## src/rtl/aibcr3_scan_pkg.sv

```systemverilog
`default_nettype none
// ============================================================================
// Module      : aibcr3_scan_pkg
// Description : Shared types and encodings for the AIB scan-chain sequencer.
//               Holds the sequencer state enum and the operation codes that
//               software presents on OP together with START.
// Revision    : 1.0 - initial release
// ============================================================================
package aibcr3_scan_pkg;

    // Sequencer states; explicit 3-bit encoding keeps the state register
    // width fixed regardless of tool enum sizing.
    typedef enum logic [2:0] {
        ST_IDLE  = 3'd0,
        ST_CAP   = 3'd1,
        ST_SHIFT = 3'd2,
        ST_PRE   = 3'd3,
        ST_FIN   = 3'd4
    } scan_state_e;

    // Operation codes sampled with START.
    localparam logic [1:0] OP_WRITE   = 2'b00;
    localparam logic [1:0] OP_CAPTURE = 2'b01;
    localparam logic [1:0] OP_PRESET  = 2'b10;
    localparam logic [1:0] OP_RSVD    = 2'b11;

    // The reserved code is the only one that is never accepted.
    function automatic logic op_is_legal(input logic [1:0] op);
        return (op != OP_RSVD);
    endfunction

    // Operations that need the word on WDATA latched into the serialiser.
    function automatic logic op_uses_wdata(input logic [1:0] op);
        return (op == OP_WRITE) || (op == OP_CAPTURE);
    endfunction

endpackage : aibcr3_scan_pkg
`default_nettype wire

```

## src/rtl/aibcr3_scan_shreg.sv

```systemverilog
`default_nettype none
// ============================================================================
// Module      : aibcr3_scan_shreg
// Description : Dual shift register for the scan sequencer. The transmit half
//               serialises the latched word onto SI, MSB first; the receive
//               half deserialises the chain's SO into the parallel readback.
//               SI comes straight from a flop so the chain input is glitch
//               free.
// Revision    : 1.0 - initial release
// ============================================================================
module aibcr3_scan_shreg #(
    parameter int CHAIN_LEN = 8
) (
    input  logic                 ck_i,
    input  logic                 clear_i,   // synchronous clear of both halves
    input  logic                 load_i,    // latch wdata_i into the transmit half
    input  logic                 shift_i,   // advance both halves by one bit
    input  logic                 set_i,     // force the readback to all ones
    input  logic [CHAIN_LEN-1:0] wdata_i,
    input  logic                 so_i,
    output logic                 si_o,
    output logic [CHAIN_LEN-1:0] rdata_o
);

    logic [CHAIN_LEN-1:0] tx_q;
    logic [CHAIN_LEN-1:0] tx_d;
    logic [CHAIN_LEN-1:0] rx_q;
    logic [CHAIN_LEN-1:0] rx_d;

    // Next-state for both halves; zeros fill the transmit side so SI idles low
    // once the whole word has left.
    always_comb begin
        tx_d = tx_q;
        rx_d = rx_q;
        if (load_i) begin
            tx_d = wdata_i;
        end else if (shift_i) begin
            tx_d = {tx_q[CHAIN_LEN-2:0], 1'b0};
        end
        if (set_i) begin
            rx_d = '1;
        end else if (shift_i) begin
            rx_d = {rx_q[CHAIN_LEN-2:0], so_i};
        end
    end

    // Register both halves; clear wins over every other control.
    always_ff @(posedge ck_i) begin
        if (clear_i) begin
            tx_q <= '0;
            rx_q <= '0;
        end else begin
            tx_q <= tx_d;
            rx_q <= rx_d;
        end
    end

    assign si_o    = tx_q[CHAIN_LEN-1];
    assign rdata_o = rx_q;

endmodule : aibcr3_scan_shreg
`default_nettype wire

```

## src/rtl/aibcr3_scan_chain_ctrl.sv

```systemverilog
`default_nettype none
// ============================================================================
// Module      : aibcr3_scan_chain_ctrl
// Description : Sequencer for a CHAIN_LEN-flop scan chain. Writes a word into
//               the chain, captures functional D data and reads it back, or
//               presets the chain to ones. Every chain control (SE, SI, SDN,
//               CKEN) and status output is flop driven.
// Revision    : 1.0 - initial release
// ============================================================================
module aibcr3_scan_chain_ctrl
    import aibcr3_scan_pkg::*;
#(
    parameter int CHAIN_LEN = 8
) (
    input  logic                 CK,
    input  logic                 RST,
    input  logic                 START,
    input  logic [1:0]           OP,
    input  logic [CHAIN_LEN-1:0] WDATA,
    input  logic                 SO,
    output logic                 SE,
    output logic                 SI,
    output logic                 SDN,
    output logic                 CKEN,
    output logic                 BUSY,
    output logic                 DONE,
    output logic [CHAIN_LEN-1:0] RDATA
);

    localparam int              CNT_W    = $clog2(CHAIN_LEN + 1);
    localparam logic [CNT_W-1:0] CNT_LOAD = CNT_W'(CHAIN_LEN);
    localparam logic [CNT_W-1:0] CNT_ONE  = CNT_W'(1);

    scan_state_e     state_q;
    scan_state_e     state_d;
    logic [CNT_W-1:0] cnt_q;
    logic [CNT_W-1:0] cnt_d;

    logic se_q;
    logic se_d;
    logic cken_q;
    logic cken_d;
    logic sdn_q;
    logic sdn_d;
    logic busy_q;
    logic busy_d;
    logic done_q;
    logic done_d;

    logic w_accept;
    logic w_load;
    logic w_shift;
    logic w_set;

    // A request is taken only from IDLE and only for a legal op code.
    assign w_accept = (state_q == ST_IDLE) && START && op_is_legal(OP);
    assign w_load   = w_accept && op_uses_wdata(OP);
    assign w_shift  = (state_q == ST_SHIFT);
    assign w_set    = (state_q == ST_PRE);

    // Next state and shift counter; the counter is loaded only on entry to
    // SHIFT and the exit happens on the edge where it reads one, so it
    // never wraps.
    always_comb begin
        state_d = state_q;
        cnt_d   = cnt_q;
        case (state_q)
            ST_IDLE: begin
                if (w_accept) begin
                    case (OP)
                        OP_WRITE: begin
                            state_d = ST_SHIFT;
                            cnt_d   = CNT_LOAD;
                        end
                        OP_CAPTURE: state_d = ST_CAP;
                        OP_PRESET:  state_d = ST_PRE;
                        default:    state_d = ST_IDLE;
                    endcase
                end
            end
            ST_CAP: begin
                state_d = ST_SHIFT;
                cnt_d   = CNT_LOAD;
            end
            ST_SHIFT: begin
                cnt_d = cnt_q - CNT_ONE;
                if (cnt_q == CNT_ONE) begin
                    state_d = ST_FIN;
                end
            end
            ST_PRE:  state_d = ST_FIN;
            ST_FIN:  state_d = ST_IDLE;
            default: state_d = ST_IDLE;
        endcase
    end

    // Outputs are decoded from the state being entered so that, once
    // registered, they line up exactly with the cycle spent in that state.
    always_comb begin
        se_d   = (state_d == ST_SHIFT);
        cken_d = (state_d == ST_SHIFT) || (state_d == ST_CAP);
        sdn_d  = (state_d != ST_PRE);
        busy_d = (state_d != ST_IDLE);
        done_d = (state_d == ST_FIN);
    end

    // State, counter and registered chain controls; reset overrides START.
    always_ff @(posedge CK) begin
        if (RST) begin
            state_q <= ST_IDLE;
            cnt_q   <= '0;
            se_q    <= 1'b0;
            cken_q  <= 1'b0;
            sdn_q   <= 1'b1;
            busy_q  <= 1'b0;
            done_q  <= 1'b0;
        end else begin
            state_q <= state_d;
            cnt_q   <= cnt_d;
            se_q    <= se_d;
            cken_q  <= cken_d;
            sdn_q   <= sdn_d;
            busy_q  <= busy_d;
            done_q  <= done_d;
        end
    end

    // Serialiser / deserialiser. SO is taken on the same edge that shifts
    // the chain, which is the chain's pre-edge value, so no extra stage.
    aibcr3_scan_shreg #(
        .CHAIN_LEN (CHAIN_LEN)
    ) u_shreg (
        .ck_i    (CK),
        .clear_i (RST),
        .load_i  (w_load),
        .shift_i (w_shift),
        .set_i   (w_set),
        .wdata_i (WDATA),
        .so_i    (SO),
        .si_o    (SI),
        .rdata_o (RDATA)
    );

    assign SE   = se_q;
    assign CKEN = cken_q;
    assign SDN  = sdn_q;
    assign BUSY = busy_q;
    assign DONE = done_q;

endmodule : aibcr3_scan_chain_ctrl
`default_nettype wire

```

## config.mk

```make
export PLATFORM = sky130hd
export DESIGN_NAME = aibcr3_scan_chain_ctrl
export DESIGN_NICKNAME = d
export VERILOG_FILES = /design/src/rtl/aibcr3_scan_pkg.sv /design/src/rtl/aibcr3_scan_shreg.sv /design/src/rtl/aibcr3_scan_chain_ctrl.sv
export SDC_FILE = /design/constraint.sdc
export NUM_CORES = 1
export LEC_CHECK = 0
export BUFFER_PORTS_ARGS = -buffer_cell sky130_fd_sc_hd__buf_4
export CORE_MARGIN = 2
export CORE_UTILIZATION = 35
export DETAILED_ROUTE_END_ITERATION = 8
export PLACE_DENSITY = 0.61
export REMOVE_ABC_BUFFERS = 1
export SLEW_MARGIN = 20
export SYNTH_ARGS = -nofsm -noshare
export SYNTH_HDL_FRONTEND = slang
export SYNTH_HIERARCHICAL = 1
export SYNTH_SLANG_ARGS = --single-unit
```

## constraint.sdc

```tcl
create_clock -name CK -period 3.97 [get_ports CK]
set_input_delay 0.397 -clock CK [delete_from_list [all_inputs] [get_ports CK]]
set_output_delay 0.397 -clock CK [all_outputs]
set_load 0.005 [all_outputs]
```

==> results.cfg <==
[clocking]
post-cts-setup-buffer-count = 0
htree_levels = 1
clock_sinks = 28
clockBufferDepth = 2
insertion_delay_ps = 270
cts_tree = yes
ctsHoldBuffers = 0
root_buffer = clkbuf_8
numCtsBuffers = 3
clkTransAtPathRegs_ps = 90
post_cts_resized = 0

[placed_design]
gp_congestion = 0.684
dp_hpwl_um = 1790
numPortBuffers = 27
post-place-cells = 197
place_area_sq_um = 1520

[sta]
hold_ws_ps = 371
fin_tns_setup_ps = 0
finClkSkew_ps = 2.19
min_period_ps = 2050
drv_slew = 0
max-slew-margin-rel = 0.492
finalHoldViolations = 0
rsz0062_at_grt = false
period_share = 0.517
setup_viol = 0
max_freq_mhz = 487
worst_slew_pin_slew_ps = 757

[setup_path]
worstPathArrival_ps = 2250
r2r_cells = 4
cp-end-kind = flip-flop
cp_max_fo = 10
crit_chain = buf_4 > ha_1 > nor2b_1 > o21ai_0 > nor3_1 > inv_1 > a211oi_1
start_kind = primary input
r2r_slack_ps = 1980
crit_slowest_cell = nor3_1
crit_required_ps = 4160
r2r_start = state_q[0]
r2r-end = u_shreg/tx_q[6]
critPathKind = in2reg
cpPeakStageDelay_ps = 600

[floorplan]
std_cell_rows = 22
start_util = 0.359
coreArea_sq_um = 3630
fp.dieW_um = 65.1
io_pins = 28
die_area_sq_um = 4230
dieHeight_um = 65.1

[yosys]
ys_types = 33
ys_ff_latch = 28
synth_warnings = 6
synth.cell_area_sq_um = 1310
synth_common_cells = dfxtp_1, mux2i_1, a21oi_1, nor2b_1, a211oi_1
synthTopCellsByArea = dfxtp_1, mux2i_1, ha_1
synthMostInstantiatedCell = dfxtp_1
avgSynthCellArea_sq_um = 10.2
async_reset_ff_frac = 0
synth_top_area_frac = 0.430
synth_edf_count = 0
synth_ff_type = dfxtp_1
syn_inst = 128
synth_top_area_cell = dfxtp_1
ys_seq_area_frac = 0.430

[layout]
layout-drive-gt1-share = 0.221
nNetsFinal = 175
nFillCells = 358
design_area_sq_um = 1610
area_growth_pct = 23.0
fin_cells = 202
diodes = 0

[global_route]
antenna_found_initial = 0
grt.total_usage = 0.129
grt_pass1_vias = 1004
gr-total-overflow = 0
grt_pass1_wl_um = 4280
grt_max_degree = 26

[min_path]
hold-path-endpoint = u_shreg/tx_q[0]
worstHoldStart = WDATA[0]
min_path_cells = 3
min_path_type = in2reg

[pwr]
power.density_nw_per_um2 = 403
peakVddDrop_mv = 0.155
power.total_uw = 646
leakage_uw = 0.000628

[flow_run]
max_cap_viol_count = 0

[drt]
via_count = 1003
drc = 0
finalWirelength_um = 2370
drtIter0Drc = 74
via_per_inst = 4.97
drt-wirelength-per-cell_um = 11.7
drtAntennaViolNets = 0
first_pass_iters = 4

[outcome]
status = finished, final reports clean
-- power breakdown --
group / leakage [uW] / switching [uW] / total (uW) / internal [uW]
sequential: 0.000228 / 13.6 / 314 / 301
clock: 0.0000357 / 87.8 / 223 / 135
combinational: 0.000364 / 51.8 / 109 / 57.3
-- worst max-delay path, delay by kind of cell --
family                   cells  cell delay, ps
AND/OR/NAND/NOR              2             840
AO/OA/AOI/OAI                2             400
buffers and inverters        2             390
adder cells (fa/ha/maj)      1             220
-- final cells by class --
class                   count  area [sq um]  share of cell area
inverters                   7          26.3              0.0164
clock inverters             1          30.0              0.0187
flip-flops and latches     28           561               0.349
multi-input cells          87           669               0.417
clock buffers               3          41.3              0.0257
repair buffers             28           218               0.136
well taps                  48          60.1              0.0374
-- state kept, by name, indices dropped and copies added (netlist names) --
signal	cells
CKEN	1
u_shreg/rdata_o	8
SDN	1
u_shreg/tx_q	8
DONE	1
cnt_q	4
BUSY	1
SE	1
state_q	3
-- metrics by stage --
stage	setup WS [ps]	util
finish	1920	0.442
global route	1670	0.442
CTS	1880	0.438
detailed placement	1590	0.418
global placement	1750	0.418
floorplan	1840	-
-- cell usage in the layout, fill, tap and decap left out, drive strengths merged, types with 2 or more instances in the layout --
cell	n
a211oi	8
a21oi	13
and3b	2
buf	28
clkbuf	3
dfxtp	28
ha	6
inv	7
mux2i	15
nand2	2
nand2b	2
nor2	4
nor2b	9
nor3	4
nor3b	2
nor4b	3
o21a	2
o21ai	2
or2	3
or3b	2
-- cells by family (layout without fill, tap and decap cells) --
family,Yosys count,in the layout,share of synthesized area
AOI/OAI and AO/OA,29,29,0.141
and+or+nand+nor,37,37,0.195
adders and majority gates,6,6,0.0575
buffers and inverters,13,39,0.0623
muxes,15,15,0.115
DFF,28,28,0.430
-- metal layers --
layer	track usage	up-vias	routed length (um)	share of wire
met5	0	-	0	0
met4	0.0703	0	63	0.027
met3	0.0191	5	81	0.034
met2	0.233	19	1230	0.52
met1	0.143	468	996	0.42
li1	-	511	-	-
-- worst max-delay path by stage --
| stage | slack [ps] | to | cells after the start | from |
|---|---|---|---|---|
| after floorplan | 1840 | cnt_q[3] | 3 | state_q[2] |
| after global placement | 1750 | u_shreg/tx_q[7] | 7 | OP[0] |
| after detailed placement | 1590 | u_shreg/tx_q[3] | 7 | OP[0] |
| after CTS | 1880 | u_shreg/tx_q[3] | 7 | OP[0] |
| after global routing | 1670 | u_shreg/tx_q[2] | 7 | OP[0] |
| final | 1920 | u_shreg/tx_q[6] | 7 | OP[0] |
Note: power is estimated with default switching activity, not from simulation.
